## config.mk

```make
export PLATFORM = sky130hd
export DESIGN_NAME = signed_mul_arbiter
export DESIGN_NICKNAME = d
export VERILOG_FILES = /design/src/rtl/signed_mul_arbiter.sv
export SDC_FILE = /design/constraint.sdc
export NUM_CORES = 1
export LEC_CHECK = 0
export CAP_MARGIN = 20
export CORE_ASPECT_RATIO = 0.6
export CORE_MARGIN = 1
export CORE_UTILIZATION = 50
export CTS_BUF_LIST = sky130_fd_sc_hd__clkbuf_4 sky130_fd_sc_hd__clkbuf_8
export DETAILED_ROUTE_END_ITERATION = 12
export GPL_TIMING_DRIVEN = 0
export PLACE_DENSITY = 0.74
export SLEW_MARGIN = 25
export SYNTH_ARGS = -nofsm -noshare
export SYNTH_HDL_FRONTEND = slang
export SYNTH_SLANG_ARGS = --single-unit
```

## constraint.sdc

```tcl
create_clock -name clk -period 6.3 [get_ports clk]
set_clock_uncertainty 0.1 [all_clocks]
set_input_delay 1.26 -clock clk [delete_from_list [all_inputs] [get_ports clk]]
set_output_delay 1.26 -clock clk [all_outputs]
set_load 0.01 [all_outputs]
```

## src/rtl/signed_mul_arbiter.sv

```systemverilog
// Two-requester round-robin front end for a single sequential shift-add multiplier.
// Signed requests are multiplied as magnitudes; the sign is applied when the product is published.
module signed_mul_arbiter #(
    parameter int WIDTH = 8
) (
    input  logic                 clk,
    input  logic                 rst,
    input  logic                 req0_valid,
    output logic                 req0_ready,
    input  logic [WIDTH-1:0]     req0_a,
    input  logic [WIDTH-1:0]     req0_b,
    input  logic                 req0_signed,
    input  logic                 req1_valid,
    output logic                 req1_ready,
    input  logic [WIDTH-1:0]     req1_a,
    input  logic [WIDTH-1:0]     req1_b,
    input  logic                 req1_signed,
    output logic                 rsp_valid,
    input  logic                 rsp_ready,
    output logic                 rsp_id,
    output logic [2*WIDTH-1:0]   rsp_prod
);

    localparam int CW = (WIDTH > 1) ? $clog2(WIDTH) : 1;

    // state | meaning
    // IDLE  | waiting for a request; grant is combinational
    // BUSY  | one shift-add iteration per cycle, WIDTH cycles
    // DONE  | product presented, held until rsp_ready
    typedef enum logic [1:0] {IDLE, BUSY, DONE} state_t;

    state_t               state, state_nxt;
    logic                 last;
    logic [CW-1:0]        cnt;
    logic [2*WIDTH-1:0]   acc, acc_nxt;
    logic [WIDTH-1:0]     mcand, mplier;
    logic                 neg, id;
    logic                 grant0, grant1, accept, last_iter;
    logic [WIDTH-1:0]     sel_a, sel_b;
    logic                 sel_signed;

    function automatic logic [WIDTH-1:0] mag(input logic [WIDTH-1:0] v, input logic s);
        return (s && v[WIDTH-1]) ? ((~v) + {{(WIDTH-1){1'b0}}, 1'b1}) : v;
    endfunction

    always_comb begin
        state_nxt  = state;
        grant0     = 1'b0;
        grant1     = 1'b0;
        last_iter  = (cnt == CW'(WIDTH-1));
        case (state)
            IDLE: begin
                if (!rst) begin
                    // last==1 means requester 1 was served most recently, so 0 wins a tie
                    if (req0_valid && (!req1_valid || last))
                        grant0 = 1'b1;
                    else if (req1_valid)
                        grant1 = 1'b1;
                end
                if (grant0 || grant1)
                    state_nxt = BUSY;
            end
            BUSY: if (last_iter) state_nxt = DONE;
            DONE: if (rsp_ready) state_nxt = IDLE;
            default: state_nxt = IDLE;
        endcase
        accept     = grant0 | grant1;
        sel_a      = grant1 ? req1_a      : req0_a;
        sel_b      = grant1 ? req1_b      : req0_b;
        sel_signed = grant1 ? req1_signed : req0_signed;
        acc_nxt    = acc + (mplier[cnt] ? ({{WIDTH{1'b0}}, mcand} << cnt) : '0);
    end

    assign req0_ready = grant0;
    assign req1_ready = grant1;

    always_ff @(posedge clk) begin
        if (rst) begin
            state     <= IDLE;
            rsp_valid <= 1'b0;
            rsp_prod  <= '0;
            rsp_id    <= 1'b0;
            last      <= 1'b1;
            cnt       <= '0;
            acc       <= '0;
            mcand     <= '0;
            mplier    <= '0;
            neg       <= 1'b0;
            id        <= 1'b0;
        end else begin
            state <= state_nxt;
            case (state)
                IDLE: begin
                    if (accept) begin
                        mcand  <= mag(sel_a, sel_signed);
                        mplier <= mag(sel_b, sel_signed);
                        neg    <= sel_signed & (sel_a[WIDTH-1] ^ sel_b[WIDTH-1]);
                        id     <= grant1;
                        acc    <= '0;
                        cnt    <= '0;
                    end
                end
                BUSY: begin
                    acc <= acc_nxt;
                    cnt <= cnt + CW'(1);
                    if (last_iter) begin
                        // -0 folds back to 0, so 0 x -128 needs no special case
                        rsp_prod  <= neg ? (-acc_nxt) : acc_nxt;
                        rsp_valid <= 1'b1;
                        rsp_id    <= id;
                    end
                end
                DONE: begin
                    if (rsp_ready) begin
                        rsp_valid <= 1'b0;
                        last      <= rsp_id;
                    end
                end
                default: ;
            endcase
        end
    end

endmodule

```

Word-level counts from Yosys, hierarchy flattened
Cells that the tools add are included.
{ "word_totals": {"ff_bits": 58, "inputBits": 39, "output_inout_bits": 20, "elab_cells": 74} }
{ "op_classes": {"addsub": 5, "order_cmp": 1, "eq_ne": 7, "shift": 1, "n_mux": 29, "n_bitwise": 5, "reduce_logical": 15} }
{ "op_table": {"columns": ["cell", "n"], "rows": [
  ["$mux W16", 3],
  ["$mux W8", 4],
  ["$pmux W16 S2", 1],
  ["$add A16 B16 Y16", 1],
  ["$add A8 B1 Y8 const B", 2],
  ["$neg A16 Y16", 1],
  ["$not A8 Y8", 2],
  ["$shl A8 B3 Y16", 1],
  ["$mux W1", 13],
  ["$ne A2 B2 Y1 const B", 4],
  ["$reduce_and A2 Y1", 4],
  ["$mux W2", 3],
  ["$pmux W2 S3", 1],
  ["$pmux W3 S2", 1],
  ["$reduce_and A3 Y1", 2],
  ["$lt A3 B4 Y1 const B", 1],
  ["$reduce_bool A2 Y1", 2],
  ["$add A3 B1 Y3 const B", 1],
  ["$bmux W1 S3", 1],
  ["$eq A3 B3 Y1 const B", 1],
  ["$logic_and A1 B1 Y1", 3],
  ["$mux W3", 1],
  ["$eq A2 B1 Y1 const B", 1],
  ["$eq A2 B2 Y1 const B", 1],
  ["other kinds (7)", 8]
]} }

Logic depth before layout (Yosys ltp)
Gate-level depths: netlist (run 1).
{ "logic_depth": {"ltp_word": 11, "depth_mapped": 18, "mapped_depth_nobuf": 16} }

Worst setup path after synthesis (run 1)
Ideal clock, no wire load.
{ "synth_timing": {"kind": "flip-flop to flip-flop", "start": "reg cnt[0]", "end": "reg rsp_prod[14]", "setup_time_ns": 0.086, "t_arrival_ns": 4.078, "t_required_ns": 6.114, "slack_ns": 2.037, "path_stages_with_launch": 16, "n_path_buf": 2, "period_less_slack_ns": 4.263, "cell_sequence": "dfxtp_1 > clkbuf_1 > mux4_2 > nand2_1 > and2_1 > clkbuf_1 > a211oi_1 > ha_1 > a21oi_1 > o21ai_0 > or3_4 > and2_4 > or4_4 > o41ai_2 > xor2_1 > a211oi_1"} }
{ "synth_between": {"elab_chain_cells": 6, "elab_cells_between_ends": 9, "classes_between": "add/sub: 2; eq/ne: 1; shift: 1; mux: 4; reduce/logical: 1"} }
{ "synth_lines": {"columns": ["item", "line_no", "rtl"], "rows": [
  ["start, declared", "34", "logic [CW-1:0] cnt;"],
  ["start signal, assigned", "105", "cnt <= cnt + CW'(1);"],
  ["$bmux W1 S3", "71", "acc_nxt = acc + (mplier[cnt] ? ({{WIDTH{1'b0}}, mcand} << cnt) : '0);"],
  ["$mux W1 (implied by the code)", "71", null],
  ["$mux W16", "71", null],
  ["$add A16 B16 Y16", "71", null],
  ["$neg A16 Y16", "108", "rsp_prod <= neg ? (-acc_nxt) : acc_nxt;"],
  ["$mux W16", "108", null],
  ["end signal, assigned", "108", null],
  ["end, declared", "21", "output logic [2*WIDTH-1:0] rsp_prod"]
]} }
Parallel ways exist; a longest one is shown, timed or not. The select of a mux whose other input is x is not followed.
A chain may end at the register's enable or synchronous reset.

Final worst setup path (run 1)
{ "layout_timing": {"start": "reg cnt[0]", "end": "reg rsp_prod[13]"} }
Same word-level chain as after synthesis.

==> out/results.ini, run 1 <==
[cts]
cts-root-buf=clkbuf_8
cts.repair_timing.setup_buffer_count=0
cts_buffers=9
clock_sinks=58
cts_htree_levels=3
ctsLongestPathBuffers=2
clkLatencyLatePin_ns=0.35
cts_tree=built
post_cts_resized=0
clkTransAtPathRegs_ns=0.07
postCtsHoldBufs=0

[setup_path]
cp_cell_sequence=clkbuf_1 > mux4_2 > nand2_1 > and2_1 > clkbuf_1 > nor2_1 > ha_1 > o211ai_1 > o21ai_1 > nand4_1 > mux2i_1 > a221oi_1 > nand4b_1 > nand2_1 > xor2_1 > a211oi_1
max_stage_delay_ns=0.86
rr_endpoint=rsp_prod[13]
cp.required_ns=6.47
crit_path_max_fanout=8
critPathArrivalTime_ns=5.25
reg2reg_slack_ns=1.22
endpoint_kind=register
critPathLaunchType=register
cpMaxStageDelayCell=a221oi_1
r2r_start=cnt[0]
worstSetupPathType=register to register
reg2reg_depth=16

[placed_design]
portBuffers=58
dpl-instance-area_mm2=0.00475
place_inst=683
dp_hpwl_um=8720
place_ws_ns=1.37
gp_congestion=0.943

[synthesis]
synth_warnings=0
synth_edf_count=0
dominantRegCellSynth=dfxtp_1
synth-seq-cells=58
yosys.area.top_type_share_pct=28.8
syn_area_mm2=0.00403
synth.avg_cell_area_um2=7.74
postSynth.asyncResetShare_pct=0
syn_nets=581
syn_inst=521
seq_area_frac_synth_pct=28.8
synth_area_leaders=dfxtp_1 (29%), nor2_1 (7.2%), a21oi_1 (6.6%), ha_1 (6.2%), mux2i_1 (6.0%)
synth_area_leader_cell=dfxtp_1
synth.distinct_cells=59

[worst_hold_path]
hold_class=register to register
holdPathEnd=rsp_prod[8]
min-delay-start=rsp_prod[8]
hold_path_depth=2

[routing]
wl_per_cell_um=15.8
drtIter0Drc=323
first_pass_iters=6
vias=4017
postRouteAntennaNets=0
drt_wl_total_um=11000
avgViaCountPerCell=5.74
drc=0

[global_routing]
grt_use_total_pct=28.0
grt_max_degree=11
grt_first_pass_wirelength_um=18500
grt_pass1_vias=3725
antenna_found_initial=0
globalRoute.totalOverflow=0

[power]
p_comb_share_pct=17.9
power.total_mw=0.892
p_clk_share_pct=39.2
p_sw_share_pct=28.0
peakVddDrop_v=0.000193
power_frac_seq_pct=42.9
power.density_mw_per_mm2=180
p_int_mw=0.642
leakage_nw=1.94
power_switching_mw=0.250

[timing]
maxSlewViolCount=0
worstMarginPinSlew_ns=1.11
finalSetupTns_ns=0
min_period_ns=5.08
fin_ws_ns=1.22
max_freq_ghz=0.197
maxSlewHeadroom_pct=26.0
final-hold-violation-count=0
setup_viol=0
finalCritPeriodShare_pct=80.7
grt_setup_unrepaired=no
holdWs_ns=0.366

[floorplanning]
die_w_um=118
initial_core_util_pct=53.5
die-area_mm2=0.00844
coreArea_mm2=0.00754
die_h_um=71.6
io_pins=59
rows=24

[status]
status=finished clean

[finish]
final_layout_size_suffix_gt1_share_pct=7.73
areaGrowthSynthToFinish_pct=22.7
fin_cells=700
n_fill_cell=664
mostFrequentLayoutCell=nor2_1
utilization_pct=65.7
final_area_mm2=0.00495
layout_common_cells=nor2_1 (77), nand2_1 (61), dfxtp_1 (58), clkdlybuf4s50_1 (58), a21oi_1 (53)
fin_nets=650

[job]
max_cap_viol_count=0

## flip-flops by register name (all words and copies together), names as in the netlist
signal,cells
mplier,8
mcand,8
acc,16
neg,1
last,1
rsp_valid,1
cnt,3
state,2
rsp_prod,16
rsp_id,1
id,1
## layout make-up
type | instances | area (um^2) | area share, %
Sequential cell | 58 | 1160 | 23.5
Inverter | 13 | 48.8 | 0.986
Antenna cell | 1 | 2.50 | 0.0505
Timing Repair Buffer | 58 | 581 | 11.7
Buffer | 31 | 150 | 3.03
Tap cell | 104 | 130 | 2.63
Multi-Input combinational cell | 419 | 2680 | 54.1
Clock buffer | 11 | 145 | 2.93
Clock inverter | 5 | 53.8 | 1.09
## power groups by stage
stage | combinational, mW | clock, mW | sequential, mW
finish | 0.160 | 0.349 | 0.383
global placement | 0.153 | 0 | 0.391
floorplan | 0.104 | 0 | 0.389
global route | 0.176 | 0.367 | 0.384
detailed placement | 0.156 | 0 | 0.391
CTS | 0.157 | 0.355 | 0.383
## layer usage
layer / up-vias / global-route usage [%] / wire length [um] / part of all wire, %
li1: 1982 / - / - / -
met1: 1901 / 39.5 / 5540 / 50
met2: 122 / 42.1 / 4530 / 41
met3: 12 / 8.20 / 890 / 8.1
met4: 0 / 6.70 / 86 / 0.78
met5: - / 0 / 0 / 0
## critical path, delay by kind of cell (launching register included)
family | cells | cell delay (ns)
AOI/OAI and AO/OA | 4 | 1.65
and+or+nand+nor | 6 | 0.96
muxes | 2 | 0.72
buffers and inverters | 2 | 0.64
adders and majority gates | 1 | 0.42
DFF | 1 | 0.34
xor gates and xnor gates | 1 | 0.14
## cell usage after synthesis (17+ instances only)
cell type	number
o21ai_0	17
mux2i_1	24
dfxtp_1	58
a211oi_1	20
clkbuf_1	23
a21oi_1	53
ha_1	20
nand3_1	27
xnor2_1	22
nand2_1	61
nor2_1	77
## logic make-up (layout without fill, tap and decap cells)
group                      Yosys count  in the layout  share of synthesized area (%)
adders and majority gates           21             21                           6.70
xor gates and xnor gates            34             34                           7.57
buffers and inverters               44            118                           4.93
AOI/OAI and AO/OA                  120            120                           19.6
other                                0              1                              0
and+or+nand+nor                    214            214                           24.2
DFF                                 58             58                           28.8
muxes                               30             30                           8.19
## worst max path at each step
stage	startpoint	end	slack (ns)	cells after the start
floorplan	cnt[0]	rsp_prod[14]	2.04	15
global placement	cnt[0]	rsp_prod[13]	1.47	16
detailed placement	cnt[0]	rsp_prod[14]	1.37	15
CTS	cnt[0]	rsp_prod[14]	1.35	15
global route	cnt[0]	rsp_prod[13]	0.91	16
finish	cnt[0]	rsp_prod[13]	1.22	16
(Power assumes the default switching activity.)
==> run 2: changes to the inputs <==
==> constraint.sdc (replaced) <==
create_clock -name clk -period 4.7 [get_ports clk]
set_clock_uncertainty 0.1 [all_clocks]
set_input_delay 0.94 -clock clk [delete_from_list [all_inputs] [get_ports clk]]
set_output_delay 0.94 -clock clk [all_outputs]
set_load 0.01 [all_outputs]
==> out/results.ini, run 2 (synthesis gave the netlist of run 1 again) <==
[status]
status=finished clean

[floorplanning]
initial_core_util_pct=53.5
rows=24
die_w_um=118
die_h_um=71.6
io_pins=59
die-area_mm2=0.00844
coreArea_mm2=0.00754

[setup_path]
worstSetupPathType=register to register
cp_cell_sequence=buf_4 > mux4_2 > nand2_2 > nor2_1 > ha_1 > fa_1 > a211oi_4 > o21ai_2 > xnor2_2 > or4bb_1 > or4_4 > o41ai_2 > xor2_1 > a211oi_1
crit_path_max_fanout=8
cp_num_cells=14
r2r_start=cnt[0]
endpoint_kind=register
reg2reg_depth=14
max_stage_delay_ns=0.55
cpMaxStageDelayCell=mux4_2
cp.required_ns=4.86
critical-path-top-delay-family=simple AND/OR/NAND/NOR gates
rr_endpoint=rsp_prod[14]
worst-path-buf-inv=1
reg2reg_slack_ns=0.15
critPathLaunchType=register
critPathArrivalTime_ns=4.71

[finish]
fin_nets=654
n_fill_cell=664
areaGrowthSynthToFinish_pct=24.4
mostFrequentLayoutCell=nor2_1
num_antenna_cells=0
layout_common_cells=nor2_1 (77), nand2_1 (60), dfxtp_1 (58), clkdlybuf4s50_1 (58), a21oi_1 (51)
final_layout_size_suffix_gt1_share_pct=10.0
final_area_mm2=0.00502
reg_top3=acc (16), rsp_prod (16)
multiInputGateArea_mm2=0.00271
fin_cells=703
utilization_pct=66.6
register_area_mm2=0.00116

[routing]
postRouteAntennaNets=0
wl_per_cell_um=16.1
vias=4056
drc=0
first_pass_iters=5
drt_wl_total_um=11300
avgViaCountPerCell=5.77
drtIter0Drc=354

[placed_design]
place_ws_ns=-0.226
dp_hpwl_um=8720
dpl-instance-area_mm2=0.00475
gp_congestion=0.943
portBuffers=58
place_inst=683

[power]
power_switching_mw=0.337
power_frac_seq_pct=42.9
p_clk_share_pct=39.2
p_int_mw=0.862
power.density_mw_per_mm2=239
leakage_nw=1.98
p_comb_share_pct=18.0
peakVddDrop_v=0.000259
p_sw_share_pct=28.1

[cts]
ctsLongestPathBuffers=2
cts_tree=built
clkLatencyLatePin_ns=0.36
cts-root-buf=clkbuf_8
clkTransAtPathRegs_ns=0.06
clock_sinks=58
cts_htree_levels=3
cts_buffers=9
postCtsHoldBufs=0

[timing]
maxSlewViolCount=0
fin_ws_ns=0.153
maxSlewHeadroom_pct=45.2
setup_viol=0
min_period_ns=4.55
worstMarginPinSlew_ns=0.817
final-hold-violation-count=0
finalCritPeriodShare_pct=96.8
max_freq_ghz=0.220
holdWs_ns=0.367

[global_routing]
grt_pass1_vias=3757
globalRoute.totalOverflow=0
grt_first_pass_wirelength_um=18600
grt_max_degree=11
grt_use_total_pct=28.2
antenna_found_initial=0

[job]
max_cap_viol_count=0

[worst_hold_path]
holdPathEnd=rsp_prod[8]
hold_path_depth=2
hold_class=register to register
min-delay-start=rsp_prod[8]

-- run 2: timing repair --
item	in CTS	in global routing
resized for setup	4	12
setup endpoints to repair	4	7
pin swaps	1	3
endpoints found under the hold margin	0	0
setup buffers	3	2
-- run 2: metal layers --
layer  vias up  global-route usage (%)  share of wire [%]
met5         -                       0                  0
met4         0                    6.70               0.71
met3         9                    8.20                8.5
met2       139                    42.7                 41
met1      1923                    39.6                 49
li1       1985                       -                  -
-- run 2: area by class of cell --
| class | count | share of cell area (%) |
|---|---|---|
| Clock inverter | 5 | 1.07 |
| Sequential cell | 58 | 23.1 |
| Tap cell | 104 | 2.59 |
| Multi-Input combinational cell | 419 | 53.9 |
| Clock buffer | 11 | 2.89 |
| Inverter | 13 | 0.972 |
| Timing Repair Buffer | 63 | 12.3 |
| Buffer | 30 | 3.09 |
-- run 2: worst max path at each step --
stage,start,endpoint
3_3_place_gp,cnt[0],rsp_prod[13]
3_5_place_dp,cnt[0],rsp_prod[14]
4_1_cts,cnt[0],rsp_prod[14]
2_1_floorplan,cnt[0],rsp_prod[14]
6_report,cnt[0],rsp_prod[14]
5_1_grt,cnt[0],rsp_prod[15]
-- run 2: worst min-delay path, stage by stage, from the launching register on --
cell and delay (ns):
dfxtp_1 0.32, nand2_1 0.05, a21oi_1 0.05
-- run 2: power groups by stage --
stage	clock network, mW	registers, mW	logic, mW
final	0.470	0.514	0.215
after global routing	0.492	0.515	0.238
after CTS	0.476	0.513	0.211
after detailed placement	0	0.524	0.210
after global placement	0	0.523	0.205
after floorplan	0	0.521	0.139
-- run 2: stage by stage --
| stage | power [mW] | TNS [ns] |
|---|---|---|
| 2_1_floorplan | 0.661 | 0 |
| 3_3_place_gp | 0.728 | -0.489 |
| 3_5_place_dp | 0.734 | -0.668 |
| 4_1_cts | 1.20 | 0 |
| 5_1_grt | 1.25 | -0.0442 |
| 6_report | 1.20 | 0 |
==> run 3: changes to the inputs <==
--- a/config.mk
+++ b/config.mk
@@ -5,14 +5,16 @@
 export SDC_FILE = /design/constraint.sdc
 export NUM_CORES = 1
 export LEC_CHECK = 0
+export ABC_AREA = 1
 export CAP_MARGIN = 20
 export CORE_ASPECT_RATIO = 0.6
 export CORE_MARGIN = 1
 export CORE_UTILIZATION = 50
 export CTS_BUF_LIST = sky130_fd_sc_hd__clkbuf_4 sky130_fd_sc_hd__clkbuf_8
+export CTS_CLUSTER_SIZE = 40
 export DETAILED_ROUTE_END_ITERATION = 12
 export GPL_TIMING_DRIVEN = 0
-export PLACE_DENSITY = 0.74
+export PLACE_DENSITY = 0.73
 export SLEW_MARGIN = 25
 export SYNTH_ARGS = -nofsm -noshare
 export SYNTH_HDL_FRONTEND = slang
==> out/results.ini, run 3 <==
[finish]
n_fill_cell=831
multiInputGateArea_mm2=0.00278
fin_nets=874
final_layout_size_suffix_gt1_share_pct=7.45
utilization_pct=63.1
layout_common_cells=nand2_1 (236), inv_1 (109), dfxtp_1 (58)
num_antenna_cells=0
reg_top3=acc (16), rsp_prod (16)
register_area_mm2=0.00116
areaGrowthSynthToFinish_pct=20.8
mostFrequentLayoutCell=nand2_1

[global_routing]
grt_busiest_layer=met1
grt_first_pass_wirelength_um=20800
antenna_found_initial=0
grt_use_met2_pct=40.3
grt_use_total_pct=28.5
grt_pass1_vias=4241
met3_usage_pct=5.83
grt_use_met1_pct=44.0
globalRoute.totalOverflow=0
grt_max_degree=12

[floorplanning]
io_pins=59
die_w_um=125
die_h_um=75.5
die-area_mm2=0.00941
initial_core_util_pct=52.3
coreArea_mm2=0.00862
rows=26

[setup_path]
cp.required_ns=4.84
worstSetupPathType=register to register
endpoint_kind=register
crit_path_max_fanout=10
critPathArrivalTime_ns=4.48
critPathLaunchType=register

[cts]
post_cts_resized=0
cts_tree=built
clkLatencyLatePin_ns=0.34
clkTransAtPathRegs_ns=0.07
cts_htree_levels=3
ctsLongestPathBuffers=2
cts_buffers=9
cts.repair_timing.setup_buffer_count=0
postCtsHoldBufs=0
cts-root-buf=clkbuf_8
clock_sinks=58

[synthesis]
postSynth.asyncResetShare_pct=0
synth_compound_area_share_pct=16.6
yosys.cell_count.top_type=nand2_1
yosys.area.top_type_share_pct=25.8
synth_edf_count=0
syn_inst=746
seq_area_frac_synth_pct=25.8
syn_area_mm2=0.00451
synth_area_leaders=dfxtp_1 (26%), nand2_1 (20%), inv_1 (9.1%), a21oi_1 (5.6%), ha_1 (5.6%)
syn_nets=806
synth.avg_cell_area_um2=6.04
synth_fa_ha_area_share_pct=6.00
synth_xor_area_share_pct=1.75
dominantRegCellSynth=dfxtp_1
synth_warnings=0
synthMuxAreaShare_pct=0.889
synth_top_family_by_area=simple AND/OR/NAND/NOR gates
synth-seq-cells=58
synth_area_leader_cell=dfxtp_1
synth_common_cells=nand2_1 (236), inv_1 (109), dfxtp_1 (58)
post_synth_and_or_nand_nor_area_fraction_pct=36.6
synth.distinct_cells=40

[routing]
drt_wl_total_um=13300
first_pass_iters=5
avgViaCountPerCell=5.33
vias=4962
postRouteAntennaNets=0
drtIter0Drc=499
wl_per_cell_um=14.2
drc=0

[status]
status=finished clean

[timing]
setup_viol=0
finalSetupTns_ns=0
grt_setup_unrepaired=no
maxSlewViolCount=0
worstMarginPinSlew_ns=0.648
max_freq_ghz=0.231
finalCritPeriodShare_pct=92.2
min_period_ns=4.33
maxSlewHeadroom_pct=56.8
final-hold-violation-count=0
holdWs_ns=0.377

[power]
power.density_mw_per_mm2=250
leakage_nw=2.76
peakVddDrop_v=0.000146

[placed_design]
gp_congestion=0.960
dp_hpwl_um=10600
portBuffers=57

[job]
max_cap_viol_count=0

[worst_hold_path]
hold_class=register to register

-- run 3: cell count changes after synthesis, moves of 8 or more --
cell,change
clkbuf_1,-10
and3_1,-8
o21ai_0,+30
inv_1,+96
nand3_1,+15
nand2_1,+175
mux2i_1,-20
nand2_2,+10
a211oi_1,-20
nor2_1,-22
xnor2_1,-21
-- run 3: per-stage QoR --
stage | area [um^2] | cells | setup WS (ns) | power (mW)
after CTS | 5440 | 931 | 0.445 | 1.36
after global placement | 5220 | 915 | 0.643 | 0.829
after detailed placement | 5220 | 915 | 0.514 | 0.839
after floorplan | 4510 | 746 | 1.39 | 0.741
after global routing | 5440 | 931 | 0.0363 | 1.43
final | 5440 | 931 | 0.366 | 1.36
-- run 3: report_power, final --
group          internal (mW)  switching, mW
registers              0.510         0.0146
clock network          0.313          0.211
logic                  0.115          0.197
-- run 3: area by class of cell --
cell class / instances / share of cell area [%]
flip-flops and latches: 58 / 21.3
well taps: 112 / 2.57
plain buffers: 23 / 2.23
clock inverters: 6 / 1.65
inverters: 117 / 8.07
clock buffers: 10 / 2.53
repair buffers: 57 / 10.5
multi-input cells: 548 / 51.1
-- run 3: critical path, cell delays in order, from the launching register on --
cell and delay [ns]:
dfxtp_1 0.34, clkbuf_1 0.34, clkbuf_1 0.43, nor2_1 0.10
o22ai_1 0.23, nand2_1 0.17, nor3_1 0.27, ha_1 0.31
fa_1 0.50, inv_1 0.10, nand2_1 0.07, a21oi_1 0.19
nand3_1 0.12, nor2_2 0.14, nand3_2 0.08, nand2_2 0.09
nand2_2 0.08, nor2_2 0.17, nand2_1 0.09, nand2_1 0.06
nand2_1 0.05, o21bai_1 0.13, inv_1 0.05
-- run 3: cell families after synthesis --
group                    after synthesis
flip-flops                            58
XOR/XNOR                               9
adder cells (fa/ha/maj)               21
buffers and inverters                140
AO/OA/AOI/OAI                        132
AND/OR/NAND/NOR                      382
multiplexers                           4
-- run 3: path summary, 6_finish.rpt --
kind | startpoint | to | slack, ns | cells past startpoint
min reg2reg | acc[0] | acc[0] | 0.38 | 2
max reg2reg | cnt[0] | rsp_prod[13] | 0.37 | 22
max | cnt[0] | rsp_prod[13] | 0.37 | 22
min | acc[0] | acc[0] | 0.38 | 2
-- run 3: layer usage --
metal / share of wire (%) / up-vias
li1: - / 2515
met3: 8.7 / 8
met1: 53 / 2241
met2: 38 / 198
met4: 0.44 / 0
met5: 0 / -
